==> src/rtl/hdb3_enc_if.sv <==
// rtl/hdb3_enc_if.sv - NRZ symbol strobe input and HDB3 rail/code output bundle
interface hdb3_enc_if;
   logic       in_valid;
   logic       in_data;
   logic       out_valid;
   logic       hdb3_p;
   logic       hdb3_n;
   logic [1:0] hdb3_code;

   modport master (
      output in_valid, in_data,
      input  out_valid, hdb3_p, hdb3_n, hdb3_code
   );

   modport slave (
      input  in_valid, in_data,
      output out_valid, hdb3_p, hdb3_n, hdb3_code
   );
endinterface

==> src/rtl/hdb3_enc.sv <==
// rtl/hdb3_enc.sv - HDB3 line encoder with 4-symbol zero-substitution window
// Define HDB3_RZ_EN for return-to-zero rails (pulse high for SYM_CLKS/2 clks).
module hdb3_enc #(
   parameter int SYM_CLKS   = 8,
   parameter int PIPE_DEPTH = 4
) (
   input  logic      clk,
   input  logic      reset_n,
   hdb3_enc_if.slave bus
);
   localparam logic [1:0] CODE_ZERO = 2'b00;
   localparam logic [1:0] CODE_ONE  = 2'b01;
   localparam logic [1:0] CODE_B    = 2'b10;
   localparam logic [1:0] CODE_V    = 2'b11;
   localparam logic [2:0] FILL_FULL = 3'(PIPE_DEPTH);

   typedef struct packed {
      logic       valid;
      logic [1:0] code;
   } entry_t;

   entry_t [PIPE_DEPTH-1:0] win_q, win_d;
   logic [2:0] fill_q, fill_d;
   logic       last_pol_q, last_pol_d;   // 1: last mark went out on the P rail
   logic       parity_q, parity_d;       // 1: odd number of marks since the last V
   logic       emit, all_zero, rail_p_d, rail_n_d, rz_clear;
   logic [1:0] emit_code;
   logic       out_valid_q, rail_p_q, rail_n_q;
   logic [1:0] code_q;

   if (PIPE_DEPTH != 4 || SYM_CLKS < 2) begin : g_cfg_check
      $error("hdb3_enc: PIPE_DEPTH must be 4 and SYM_CLKS at least 2");
   end

   always_comb begin
      win_d      = win_q;
      fill_d     = fill_q;
      last_pol_d = last_pol_q;
      parity_d   = parity_q;
      emit       = 1'b0;
      emit_code  = CODE_ZERO;
      rail_p_d   = 1'b0;
      rail_n_d   = 1'b0;
      all_zero   = 1'b1;
      if (bus.in_valid) begin
         emit      = win_q[PIPE_DEPTH-1].valid && (fill_q == FILL_FULL);
         emit_code = win_q[PIPE_DEPTH-1].code;
         if (emit) begin
            case (emit_code)
               CODE_ONE, CODE_B: begin
                  rail_p_d   = ~last_pol_q;
                  rail_n_d   = last_pol_q;
                  last_pol_d = ~last_pol_q;
                  parity_d   = ~parity_q;
               end
               CODE_V: begin
                  rail_p_d = last_pol_q;
                  rail_n_d = ~last_pol_q;
                  parity_d = 1'b0;
               end
               default: ;
            endcase
         end
         for (int i = PIPE_DEPTH - 1; i > 0; i--) begin
            win_d[i] = win_q[i-1];
         end
         win_d[0].valid = 1'b1;
         win_d[0].code  = bus.in_data ? CODE_ONE : CODE_ZERO;
         // Substituted B/V entries are non-ZERO, so they can never re-trigger.
         for (int i = 0; i < PIPE_DEPTH; i++) begin
            if (!win_d[i].valid || win_d[i].code != CODE_ZERO) begin
               all_zero = 1'b0;
            end
         end
         if (all_zero) begin
            win_d[0].code = CODE_V;
            if (!parity_d) begin
               win_d[PIPE_DEPTH-1].code = CODE_B;
            end
         end
         if (fill_q != FILL_FULL) begin
            fill_d = fill_q + 3'd1;
         end
      end
   end

   always_ff @(posedge clk or negedge reset_n) begin
      if (!reset_n) begin
         win_q      <= '0;
         fill_q     <= 3'd0;
         last_pol_q <= 1'b0;
         parity_q   <= 1'b0;
      end else begin
         win_q      <= win_d;
         fill_q     <= fill_d;
         last_pol_q <= last_pol_d;
         parity_q   <= parity_d;
      end
   end

`ifdef HDB3_RZ_EN
   localparam int RZ_HALF = SYM_CLKS / 2;
   localparam int RZ_W    = $clog2(RZ_HALF + 1);

   logic [RZ_W-1:0] rz_cnt_q;

   // Counts clks since the last emission, parking once the pulse half has elapsed.
   always_ff @(posedge clk or negedge reset_n) begin
      if (!reset_n) begin
         rz_cnt_q <= '0;
      end else if (emit) begin
         rz_cnt_q <= '0;
      end else if (rz_cnt_q != RZ_W'(RZ_HALF)) begin
         rz_cnt_q <= rz_cnt_q + RZ_W'(1);
      end
   end

   assign rz_clear = (rz_cnt_q == RZ_W'(RZ_HALF - 1));
`else
   assign rz_clear = 1'b0;
`endif

   always_ff @(posedge clk or negedge reset_n) begin
      if (!reset_n) begin
         out_valid_q <= 1'b0;
         rail_p_q    <= 1'b0;
         rail_n_q    <= 1'b0;
         code_q      <= CODE_ZERO;
      end else begin
         out_valid_q <= emit;
         if (emit) begin
            rail_p_q <= rail_p_d;
            rail_n_q <= rail_n_d;
            code_q   <= emit_code;
         end else if (rz_clear) begin
            rail_p_q <= 1'b0;
            rail_n_q <= 1'b0;
         end
      end
   end

   assign bus.out_valid = out_valid_q;
   assign bus.hdb3_p    = rail_p_q;
   assign bus.hdb3_n    = rail_n_q;
   assign bus.hdb3_code = code_q;
endmodule

==> src/flat_wrapper.sv <==
// flat-port wrapper written by rule: the top's interface ports become plain ports
module hdb3_enc_flat 
#(
   parameter int SYM_CLKS   = 8,
   parameter int PIPE_DEPTH = 4
)
  (clk, reset_n, bus_in_valid, bus_in_data, bus_out_valid, bus_hdb3_p, bus_hdb3_n, bus_hdb3_code);
  hdb3_enc_if bus_i ();
  input  logic clk;
  input  logic reset_n;
  input wire logic [$bits(bus_i.in_valid)-1:0] bus_in_valid;
  input wire logic [$bits(bus_i.in_data)-1:0] bus_in_data;
  output wire logic [$bits(bus_i.out_valid)-1:0] bus_out_valid;
  output wire logic [$bits(bus_i.hdb3_p)-1:0] bus_hdb3_p;
  output wire logic [$bits(bus_i.hdb3_n)-1:0] bus_hdb3_n;
  output wire logic [$bits(bus_i.hdb3_code)-1:0] bus_hdb3_code;
  assign bus_i.in_valid = bus_in_valid;
  assign bus_i.in_data = bus_in_data;
  assign bus_out_valid = bus_i.out_valid;
  assign bus_hdb3_p = bus_i.hdb3_p;
  assign bus_hdb3_n = bus_i.hdb3_n;
  assign bus_hdb3_code = bus_i.hdb3_code;
  hdb3_enc #(.SYM_CLKS(SYM_CLKS), .PIPE_DEPTH(PIPE_DEPTH)) u_core (.clk(clk), .reset_n(reset_n), .bus(bus_i));
endmodule
==> config.mk <==
export PLATFORM = sky130hd
export DESIGN_NAME = hdb3_enc_flat
export DESIGN_NICKNAME = d
export VERILOG_FILES = /design/src/rtl/hdb3_enc_if.sv /design/src/rtl/hdb3_enc.sv /design/src/flat_wrapper.sv
export SDC_FILE = /design/constraint.sdc
export NUM_CORES = 1
export LEC_CHECK = 0
export BUFFER_PORTS_ARGS = -buffer_cell sky130_fd_sc_hd__buf_2
export CAP_MARGIN = 20
export CORE_MARGIN = 2
export CORE_UTILIZATION = 45
export DETAILED_ROUTE_END_ITERATION = 8
export PLACE_DENSITY = 0.64
export SYNTH_ARGS = -nofsm -noshare
export SYNTH_HDL_FRONTEND = slang
export SYNTH_SLANG_ARGS = --single-unit
==> constraint.sdc <==
create_clock -name clk -period 2.5 [get_ports clk]
set_input_delay 0 -clock clk [delete_from_list [all_inputs] [get_ports clk]]
set_output_delay 0 -clock clk [all_outputs]
set_load 0.02 [all_outputs]
==> impl_metrics.env <==
export IMPL_grt_pass1_wl_um=2630
export IMPL_grt_ovfl_total=0
export IMPL_num_rows=16
export IMPL_hold_buffers=2
export IMPL_place_area_mm2=0.00102
export IMPL_finClkSkew_ns=0.00434
export IMPL_ant_nets=0
export IMPL_dp_cells=110
export IMPL_vdd_ir_drop_max_v=0.000406
export IMPL_synth_area_leaders="dfrtp_1, mux2_2, ha_1"
export IMPL_clk_pin_slew_worst_paths_ns=0.12
export IMPL_slowest_stage="dfrtp_1"
export IMPL_grt_pass1_vias=619
export IMPL_multiInputGateArea_um2=374
export IMPL_cp_common_cell="mux2_4"
export IMPL_instances_no_fill=116
export IMPL_syn2layout_area_growth_pct=12.3
export IMPL_synth_edf_count=0
export IMPL_final_net_count=98
export IMPL_post_route_period_util=0.623
export IMPL_path_class="reg -> reg"
export IMPL_cp_max_fo=4
export IMPL_coreArea_mm2=0.00198
export IMPL_ctsHtreeMaxLevel=1
export IMPL_max_freq_mhz=642
export IMPL_crit_path_end_kind="flop"
export IMPL_synth_top_flop_cell="dfrtp_1"
export IMPL_path_buf_inv=1
export IMPL_antenna_found_initial=0
export IMPL_worstSetupStartpointType="flop"
export IMPL_post_drt_wl_per_cell_um=12.0
export IMPL_synth_top_area_share=0.574
export IMPL_vias_per_cell=4.95
export IMPL_clock_sinks=22
export IMPL_cts_buffers=3
export IMPL_dr_pass1_iters=2
export IMPL_required_ns=2.71
export IMPL_cpPeakStageDelay_ns=0.37
export IMPL_die_area_mm2=0.00252
export IMPL_cts_setup_buffers=0
export IMPL_cap_violations=0
export IMPL_drt_total_wl_um=1390
export IMPL_via_count=574
export IMPL_timing_hold_violations_final=0
export IMPL_die_x_um=50.2
export IMPL_min_period_ns=1.56
export IMPL_n_antenna_cell=0
export IMPL_start_util=0.484
export IMPL_syn_num_nets=85
export IMPL_critPathTopFamily="multiplexers"
export IMPL_grtUsageTotal=0.140
export IMPL_fillers=190
export IMPL_outcome="completed"
export IMPL_cts_resized=0
export IMPL_rsz0062_at_grt="no"
export IMPL_p_per_area_mw_per_mm2=945
export IMPL_yosysUniqueCellTypes=21
export IMPL_io_pins=9
export IMPL_cp_arrival_ns=1.76
export IMPL_report_final_slew_viol_count=0
export IMPL_cts_root_buffer="clkbuf_4"
export IMPL_holdCritPathClass="in -> reg"
export IMPL_synth_top_cell_by_area="dfrtp_1"
export IMPL_regArea_um2=551
export IMPL_cts_tree="done"
export IMPL_clk_latency_ns=0.31
export IMPL_ys_seq_elements=22
export IMPL_tightest_slew_ns=0.462
export IMPL_port_buffers=8
export IMPL_drt_iter0_drc=3
export IMPL_dieHeight_um=50.2
export IMPL_clockBufferDepth=2
export IMPL_synth_most_common_cell="dfrtp_1"
export IMPL_power_leakage_nw=0.506
export IMPL_tns_ns=0
export IMPL_synth_seq_area_share=0.574
export IMPL_slew_headroom=0.692
export IMPL_syn_inst=77
export IMPL_crit_chain="inv_1 -> ha_1 -> nor2b_1 -> mux2_4 -> mux2_4"
export IMPL_fin_area_mm2=0.00108
export IMPL_drc_errors=0
export IMPL_ys_async_sr_fraction=1.00
export IMPL_hpwl_um=1020
export IMPL_avgSynthCellArea_um2=12.5
export IMPL_final_util=0.544
export IMPL_grt_max_degree=23
export IMPL_ys_warn_count=0
export IMPL_drive_gt1_frac=0.270
export IMPL_place_gp_congestion=0.730
export IMPL_synthTopCellsByCount="dfrtp_1, nand2_1, mux2_2, inv_1, o21ai_0"
export IMPL_synth_area_um2=960
export IMPL_finalSetupViolations=0
## kinds of logic after synthesis
kind of cell,after synthesis,share of synthesized area
AOI/OAI and AO/OA,9,0.0522
adders and majority gates,4,0.0522
muxes,13,0.156
DFF,22,0.574
xor gates and xnor gates,2,0.0183
and+or+nand+nor,19,0.111
buffers and inverters,8,0.0365
## report_power, final
part	total [mW]	leakage (nW)	internal, mW	switching (mW)
registers	0.513	0.262	0.447	0.0666
logic	0.311	0.223	0.152	0.160
clock network	0.193	0.0210	0.0889	0.104
## per-stage QoR
step                      total power, mW  setup WS [ns]  hold WS [ns]
after detailed placement            0.839          0.957       -0.0114
after CTS                            1.04          0.930         0.112
after floorplan                     0.750           1.04        -0.296
after global placement              0.820          0.993       -0.0177
final                                1.02          0.944         0.114
after global routing                 1.11          0.849         0.162
## flip-flops by register name, indices dropped and copies added (netlist names)
signal	cells
u_core.last_pol_q	1
u_core.win_q	12
u_core.fill_q	3
u_core.parity_q	1
u_core.bus.hdb3_n	1
u_core.bus.hdb3_code	2
u_core.bus.out_valid	1
u_core.bus.hdb3_p	1
## worst register-to-register path: cells and delay by family (launching register included)
kind                       cells  cell delay, ns
and+or+nand+nor                1            0.15
buffers and inverters          1            0.07
muxes                          2            0.53
adders and majority gates      1            0.34
DFF                            1            0.37
## placed cells by master, fill, tap and decap left out
cell	n
ha_1	4
nor2b_1	2
nand4_1	2
nand2_1	10
a21oi_1	1
o221ai_1	1
clkbuf_8	1
dfrtp_1	22
mux2i_1	3
nand4b_1	1
inv_1	6
o21ai_0	6
xnor2_1	2
a31oi_1	1
clkbuf_4	3
mux2_4	2
nor2_1	1
or2_2	1
nor4bb_1	1
mux2_2	8
dlygate4sd3_1	2
buf_2	8
nor4b_2	1
## per-layer routing
layer,track usage,up-vias,share of wire
li1,-,286,-
met1,0.165,276,0.45
met5,0,-,0
met2,0.237,9,0.50
met4,0.0417,0,0.0079
met3,0.0536,3,0.045
## layout make-up
| cell class | instances | area share |
|---|---|---|
| Sequential cell | 22 | 0.511 |
| Timing Repair Buffer | 10 | 0.0557 |
| Multi-Input combinational cell | 47 | 0.347 |
| Tap cell | 27 | 0.0314 |
| Inverter | 6 | 0.0209 |
| Clock buffer | 4 | 0.0337 |
## worst paths after layout
path / startpoint / end / slack [ns] / cells past startpoint
max in group asynchronous: reset_n / u_core.win_q[0] / 2.03 / 2
worst min-delay path: bus_in_valid / u_core.win_q[9] / 0.11 / 3
min in group asynchronous: reset_n / u_core.win_q[9] / 0.16 / 2
worst max register to register: u_core.win_q[9] / u_core.parity_q / 0.94 / 5
worst max-delay path: u_core.win_q[9] / u_core.parity_q / 0.94 / 5
worst min register to register: u_core.bus.hdb3_code[1] / u_core.bus.hdb3_code[1] / 0.49 / 2
Note: power is estimated with default switching activity, not from simulation.
